==> config.mk <==
export PLATFORM = sky130hd
export DESIGN_NAME = fir_seq_flat
export DESIGN_NICKNAME = d
export VERILOG_FILES = /design/src/rtl/fir_seq_if.sv /design/src/rtl/fir_seq.sv /design/src/flat_wrapper.sv
export SDC_FILE = /design/constraint.sdc
export NUM_CORES = 1
export LEC_CHECK = 0
export CORE_MARGIN = 1.5
export CORE_UTILIZATION = 55
export CTS_BUF_LIST = sky130_fd_sc_hd__clkbuf_4 sky130_fd_sc_hd__clkbuf_8
export DETAILED_ROUTE_END_ITERATION = 12
export GPL_ROUTABILITY_DRIVEN = 1
export PLACE_DENSITY = 0.77
export SYNTH_ARGS = -nofsm -noshare
export SYNTH_HDL_FRONTEND = slang
export SYNTH_SLANG_ARGS = --single-unit
==> constraint.sdc <==
create_clock -name clock -period 12.8 [get_ports clock]
set_input_delay 1.92 -clock clock [delete_from_list [all_inputs] [get_ports clock]]
set_output_delay 1.92 -clock clock [all_outputs]
set_load 0.05 [all_outputs]
==> src/rtl/fir_seq_if.sv <==
// Sample/result handshake and coefficient-write port bundle for fir_seq.
// master drives samples and taps; slave is the filter.
interface fir_seq_if #(
    parameter int N = 10,
    parameter int W = 16
);
    localparam int AW = $clog2(N);

    logic          in_valid;
    logic          in_ready;
    logic [W-1:0]  in_data;
    logic          out_valid;
    logic          out_ready;
    logic [W-1:0]  out_data;
    logic          coef_we;
    logic [AW-1:0] coef_addr;
    logic [W-1:0]  coef_data;

    modport master (
        output in_valid, in_data, out_ready, coef_we, coef_addr, coef_data,
        input  in_ready, out_valid, out_data
    );

    modport slave (
        input  in_valid, in_data, out_ready, coef_we, coef_addr, coef_data,
        output in_ready, out_valid, out_data
    );
endinterface

==> src/rtl/fir_seq.sv <==
// Sequential N-tap FIR: one multiply-accumulate per cycle, then a rounded and
// saturated result held until the consumer takes it.
module fir_seq #(
    parameter int N     = 10,
    parameter int W     = 16,
    parameter int SHIFT = 0
) (
    input logic      clock,
    input logic      reset,
    fir_seq_if.slave bus
);
    localparam int AW   = $clog2(N);
    localparam int ACCW = 2 * W + AW;
    localparam int RS   = (SHIFT > 0) ? SHIFT - 1 : 0;

    localparam logic [ACCW:0]        ONE      = {{ACCW{1'b0}}, 1'b1};
    localparam logic signed [ACCW:0] RND      = (SHIFT > 0) ? (ONE << RS) : '0;
    localparam logic signed [ACCW:0] SAT_MAX  = {{(ACCW - W + 2){1'b0}}, {(W - 1){1'b1}}};
    localparam logic signed [ACCW:0] SAT_MIN  = {{(ACCW - W + 2){1'b1}}, {(W - 1){1'b0}}};
    localparam logic [AW-1:0]        IDX_LAST = AW'(N - 1);
    localparam logic [AW:0]          NUM_TAPS = (AW + 1)'(N);

    typedef enum logic [1:0] {StIdle, StMac, StOut} state_t;

    state_t                 r_state;
    logic signed [W-1:0]    r_x [N];
    logic signed [W-1:0]    r_h [N];
    logic signed [ACCW-1:0] r_acc;
    logic [AW-1:0]          r_idx;
    logic                   r_in_ready;
    logic                   r_out_valid;
    logic signed [W-1:0]    r_out_data;

    logic signed [2*W-1:0]  w_prod;
    logic signed [ACCW-1:0] w_sum;
    logic signed [ACCW:0]   w_rnd;
    logic signed [ACCW:0]   w_shf;
    logic signed [W-1:0]    w_sat;
    logic                   w_addr_ok;

    always_comb begin
        w_prod    = (2 * W)'(r_x[r_idx]) * (2 * W)'(r_h[r_idx]);
        w_sum     = r_acc + {{AW{w_prod[2*W-1]}}, w_prod};
        // One guard bit so the rounding constant can never wrap the sum.
        w_rnd     = {w_sum[ACCW-1], w_sum} + RND;
        w_shf     = w_rnd >>> SHIFT;
        w_sat     = w_shf[W-1:0];
        if (w_shf > SAT_MAX) begin
            w_sat = SAT_MAX[W-1:0];
        end else if (w_shf < SAT_MIN) begin
            w_sat = SAT_MIN[W-1:0];
        end
        w_addr_ok = {1'b0, bus.coef_addr} < NUM_TAPS;
    end

    always_ff @(posedge clock) begin
        if (reset) begin
            r_state     <= StIdle;
            r_acc       <= '0;
            r_idx       <= '0;
            r_in_ready  <= 1'b1;
            r_out_valid <= 1'b0;
            r_out_data  <= '0;
            for (int k = 0; k < N; k++) begin
                r_x[k] <= '0;
                r_h[k] <= '0;
            end
        end else begin
            case (r_state)
                StIdle: begin
                    if (bus.coef_we && w_addr_ok) begin
                        r_h[bus.coef_addr] <= bus.coef_data;
                    end
                    if (bus.in_valid) begin
                        for (int k = N - 1; k > 0; k--) begin
                            r_x[k] <= r_x[k-1];
                        end
                        r_x[0]     <= bus.in_data;
                        r_acc      <= '0;
                        r_idx      <= '0;
                        r_in_ready <= 1'b0;
                        r_state    <= StMac;
                    end
                end
                StMac: begin
                    r_acc <= w_sum;
                    r_idx <= r_idx + 1'b1;
                    if (r_idx == IDX_LAST) begin
                        r_out_data  <= w_sat;
                        r_out_valid <= 1'b1;
                        r_state     <= StOut;
                    end
                end
                StOut: begin
                    if (bus.out_ready) begin
                        r_out_valid <= 1'b0;
                        r_in_ready  <= 1'b1;
                        r_state     <= StIdle;
                    end
                end
                default: r_state <= StIdle;
            endcase
        end
    end

    assign bus.in_ready  = r_in_ready;
    assign bus.out_valid = r_out_valid;
    assign bus.out_data  = r_out_data;
endmodule

==> src/flat_wrapper.sv <==
// flat-port wrapper written by rule: the top's interface ports become plain ports
module fir_seq_flat 
#(
    parameter int N     = 10,
    parameter int W     = 16,
    parameter int SHIFT = 0
)
  (clock, reset, bus_in_valid, bus_in_data, bus_out_ready, bus_coef_we, bus_coef_addr, bus_coef_data, bus_in_ready, bus_out_valid, bus_out_data);
  fir_seq_if #(.N(N), .W(W)) bus_i ();
  input logic clock;
  input logic reset;
  input wire logic [$bits(bus_i.in_valid)-1:0] bus_in_valid;
  input wire logic [$bits(bus_i.in_data)-1:0] bus_in_data;
  input wire logic [$bits(bus_i.out_ready)-1:0] bus_out_ready;
  input wire logic [$bits(bus_i.coef_we)-1:0] bus_coef_we;
  input wire logic [$bits(bus_i.coef_addr)-1:0] bus_coef_addr;
  input wire logic [$bits(bus_i.coef_data)-1:0] bus_coef_data;
  output wire logic [$bits(bus_i.in_ready)-1:0] bus_in_ready;
  output wire logic [$bits(bus_i.out_valid)-1:0] bus_out_valid;
  output wire logic [$bits(bus_i.out_data)-1:0] bus_out_data;
  assign bus_i.in_valid = bus_in_valid;
  assign bus_i.in_data = bus_in_data;
  assign bus_i.out_ready = bus_out_ready;
  assign bus_i.coef_we = bus_coef_we;
  assign bus_i.coef_addr = bus_coef_addr;
  assign bus_i.coef_data = bus_coef_data;
  assign bus_in_ready = bus_i.in_ready;
  assign bus_out_valid = bus_i.out_valid;
  assign bus_out_data = bus_i.out_data;
  fir_seq #(.N(N), .W(W), .SHIFT(SHIFT)) u_core (.clock(clock), .reset(reset), .bus(bus_i));
endmodule
; ---- Word-level counts from Yosys, hierarchy flattened
; Memory sizes are Yosys's and may differ from the RTL's. A register that Yosys moved wholly into a read port is not among the register bits.
; Index checks and enable logic that the tools add are counted.
[word_totals]
input_bits = 41
elab_cells = 84
mem_bits_rw = 320
register_bits = 60
output_inout_bits = 18
mem_count = 2
[memory_table]
columns = memory, depth, word_bits, rd, rd_ports_with_merged_regs, wr, line
row1 = u_core.r_h, 10, 16, 1, 1, 10, fir_seq.sv:27  ; logic signed [W-1:0] r_h [N];
row2 = u_core.r_x, 10, 16, 10, 1, 10, fir_seq.sv:26  ; logic signed [W-1:0] r_x [N];
[classes]
n_mul = 1
n_mux = 43
bitwise_logic = 10
n_lt_le_gt_ge = 3
eq_ne = 6
n_addsub = 2
reduce_logical = 11
[op_table]
columns = cell, n
row1 = two-way mux 16 bit, 13
row2 = case mux 36 bit (2 select lines), 1
row3 = adder 36 bit, 1
row4 = "greater-than comparator 36 x 16 -> 1 bit, second input constant", 1
row5 = "< comparator 36 x 16 -> 1 bit, second input constant", 1
row6 = two-way mux 36 bit, 1
row7 = multiplier 16 x 16 -> 32 bit, 1
row8 = two-way mux 4 bit, 6
row9 = OR reduction 16 bit, 1
row10 = two-way mux 1 bit, 15
row11 = OR 1 bit, 10
row12 = AND reduction 3 bit, 3
row13 = case mux 4 bit (2 select lines), 1
row14 = two-way mux 2 bit, 3
row15 = case mux 2 bit (3 select lines), 1
row16 = nonzero test 2 bit, 3
row17 = "adder 4 x 1 -> 4 bit, second input constant", 1
row18 = "== test 4 bit, second input constant", 1
row19 = "< comparator 4 bit, second input constant", 1
row20 = "inequality test 2 bit, second input constant", 2
row21 = case mux 1 bit (2 select lines), 2
row22 = AND reduction 2 bit, 2
row23 = "== test 2 x 1 -> 1 bit, second input constant", 1
row24 = "== test 2 bit, second input constant", 1
row25 = 3 further kinds, 3

; ---- Depth between registers and ports, before layout
[depth]
ltp_word = 8
depth_mapped = 47
ltp_nobuf = 41

; ---- Worst setup path after synthesis
; OpenSTA, ideal clock, no wires.
[synth_path]
path_kind = register -> register
from = register (tool-made name)
to = register u_core.r_out_data[14], in the netlist u_core.bus.out_data[14]
n_path_buf = 6
required_ns = 12.666
synth_period_minus_slack_ns = 10.640
arrival_ns = 10.506
setup_time_ns = 0.134
path_stages_with_launch = 40
path_slack_ns = 2.160
path_cell_list = dfxtp_1 clkbuf_1 buf_1 buf_1 mux4_2 mux2_2 o21ai_1 clkbuf_1 nor2_1 fa_1 inv_1 fa_1 fa_1 inv_1 fa_1 fa_1 inv_1 fa_1 [4 not listed] and3_1 o21ai_0 a21oi_1 xnor2_1 ha_1 clkbuf_1 and3_1 and3_1 a221o_1 a2bb2oi_1 nor3_1 o31a_1 xnor2_1 or4_1 or4_1 o21ai_2 buf_8 a211oi_1
[synth_rtl]
columns = item, line
row1 = "end signal, assigned", fir_seq.sv:89  ; r_out_data <= w_sat;
row2 = "end, declared", fir_seq.sv:32  ; logic signed [W-1:0] r_out_data;

==> flow_summary.ini <==
[run_status]
outcome = completed

[floorplanning]
dieWidth_um = 243.0
rows = 87
die_h_um = 243.0
die_area_um2 = 59050
pin_count = 59
core_area_um2 = 56710
initial_core_util_pct = 55.87

[timing]
tightest_slew_ps = 1322
setup_viol = 0
rsz0062_at_grt = no
skew_ps = 51.09
fin_tns_setup_ps = 0
fmaxAchievable_ghz = 0.08497
maxSlewViolCount = 0
relSlewSlack_pct = 11.25
min_period_ps = 11770
fin_crit_sh_pct = 91.95
hold_viol = 0
setup_ws_ps = 1031

[setup_path]
r2r-end = u_core.bus.out_data[12]$_SDFFE_PP0P_
crit_required_ps = 13380
worstSetupStartpointType = flip-flop
critPathMaxStageDelay_ps = 840
reg2reg_depth = 38
timing.reg2reg.setup_slack_ps = 1030
arrival_ps = 12350
crit_top_cell = fa_1
critPathSlowestCell = dfxtp_4
path_class = reg -> reg
crit_path_end_kind = flip-flop
cp_max_fo = 33

[routing]
first_iter_violations = 1668
totalWireLength_um = 73580
num_vias = 20955
drt_first_pass_iters = 6
drt-wirelength-per-cell_um = 19.96
drtAntennaViolNets = 0
drc_errors = 0
vias_per_cell = 5.685

[logic_synthesis]
synth_edf_count = 416
syn_avg_cell_area_um2 = 11.64
synth_area_um2 = 31680
synth-seq-cells = 480
yosysSeqAreaShare_pct = 43.47
synthFlopType = edfxtp_1
syn_inst = 2722
yosys_warnings = 0
synth_cell_types = 73
ys_async_sr_fraction_pct = 0

[cts]
cts-htree-levels = 3
post-cts-setup-buffer-count = 0
clock_sinks = 480
cts_buffer_depth = 3
cts_made_buffers = 80
tritoncts = built
cts_hold_buf = 0
clkLatencyLatePin_ps = 700
cts_resized = 0
cts.root.buffer_cell = clkbuf_8
path_clk_slew_ps = 70

[run]
drv_cap = 0

[grt]
grt_pass1_vias = 22164
grt_max_degree = 161
track_usage_pct = 25.69
grt_pass1_wl_um = 118700
antenna_found_initial = 0
grt-ovfl-total = 0

[worst_hold_path]
hold_path_class = reg -> reg
whs_path_depth = 2
min_from = u_core.r_acc[17]$_SDFFE_PP0P_
hold_end = u_core.r_acc[17]$_SDFFE_PP0P_

[placement]
port_buffers = 58
place_congestion = 0.9551
post-dp-hpwl_um = 53250
place_ws_ps = 1057
placedCellCount = 3550

[finish]
area_delta_synth_final_pct = 10.56
fin_cells = 3686
drive_above_1_share_pct = 11.33
utilization_pct = 61.77
final_nets = 3300
num-fill-cells = 4431
-- final cells by class --
cell class	instances	area (um2)	share of cell area [%]
timing repair buffer	96	885.9	2.529
inverter	351	1318	3.761
tap	756	945.9	2.700
antenna	1	2.502	0.007144
clock buffer	111	1346	3.843
sequential	480	13780	39.35
clock inverter	24	239.0	0.6822
multi-input combinational	1867	16510	47.13
-- critical path, delay by kind of cell, from the launching register on --
| family | cells | cell delay, ps |
|---|---|---|
| DFF | 1 | 840 |
| xor gates and xnor gates | 1 | 110 |
| AOI/OAI and AO/OA | 13 | 3940 |
| buffers and inverters | 5 | 540 |
| and+or+nand+nor | 9 | 1920 |
| muxes | 2 | 740 |
| adders and majority gates | 8 | 3560 |
-- worst max path at each step --
| stage | endpoint | cells after the start | start |
|---|---|---|---|
| global route | u_core.bus.out_data[3]$_SDFFE_PP0P_ | 38 | flip-flop |
| detailed placement | u_core.bus.out_data[6]$_SDFFE_PP0P_ | 38 | flip-flop |
| CTS | u_core.bus.out_data[12]$_SDFFE_PP0P_ | 37 | flip-flop |
| finish | u_core.bus.out_data[12]$_SDFFE_PP0P_ | 38 | flip-flop |
| global placement | u_core.bus.out_data[2]$_SDFFE_PP0P_ | 33 | flip-flop |
| floorplan | u_core.bus.out_data[14]$_SDFFE_PP0P_ | 39 | flip-flop |
-- routing by layer --
metal  vias to the layer above  track usage [%]  routed length (um)  part of all wire [%]
met5                         -                0                   0                     0
met4                         0            8.842                2142                   2.9
met3                       142            4.213                4553                   6.2
met2                       735            43.29               36290                    49
met1                     10631            33.93               30590                    42
li1                       9447                -                   -                     -
-- cells by family (layout without fill, tap and decap cells) --
group,count (synthesis),count (layout),share of synthesized area (%)
other,1,97,0.01184
flip-flops,480,480,43.47
AO/OA/AOI/OAI,296,296,6.204
buffers and inverters,470,582,5.639
multiplexers,154,154,8.992
XOR/XNOR,56,56,1.548
adder cells (fa/ha/maj),383,383,21.36
AND/OR/NAND/NOR,882,882,12.78
-- synth_stat cells (all sizes together), types with 8 or more instances --
cell	n	area, um2
a211oi	29	227.7
a21o	24	180.2
a21oi	78	390.4
a22oi	29	217.7
and2	166	1039
and3	8	50.05
buf	19	93.83
clkbuf	100	375.4
dfxtp	64	1281
edfxtp	416	12490
fa	263	5265
ha	120	1501
inv	351	1318
mux2	25	281.5
mux2i	27	270.3
mux4	102	2297
nand2	197	742.0
nand2b	24	150.1
nand3	16	80.08
nand4	10	62.56
nor2	395	1483
nor3	19	95.09
nor4	10	83.83
o21a	18	135.1
o21ai	54	274.0
o21bai	10	75.07
or2	10	62.56
or3	8	51.30
xnor2	43	376.6
xor2	13	113.9
-- cells in the final DEF, fill, tap and decap left out, drive strengths merged, types with 13 or more instances in the layout --
master and count:
o21a 18, xnor2 43, and2 166, a21o 24, dfxtp 64, nand3 16, nor3 19, a22oi 29
ha 120, mux2i 27, a21oi 78, buf 39, xor2 13, clkbuf 111, nor2 395, clkdlybuf4s50 57
nand2 197, edfxtp 416, mux2 25, clkinv 15, nand2b 24, a211oi 29, fa 263, conb 96
inv 357, o21ai 54, mux4 102
-- sequential cells by signal, indices dropped and copies added (netlist names), named ones only --
signal / count
u_core.r_state: 2
u_core.r_h: 256
u_core.r_acc: 36
u_core.bus.in_ready: 1
u_core.bus.out_valid: 1
u_core.bus.out_data: 16
u_core.r_x: 160
u_core.r_idx: 4
-- per-stage QoR --
| stage | hold WS (ps) | cell area (um2) |
|---|---|---|
| after global routing | 494.7 | 35030 |
| after global placement | 447.0 | 33440 |
| after detailed placement | 457.3 | 33440 |
| after floorplan | 436.1 | 32040 |
| final | 463.1 | 35030 |
| after CTS | 467.8 | 35030 |
Power is not shown: default switching activity piles up to over one toggle a cycle in this logic, so the estimate is an artifact.
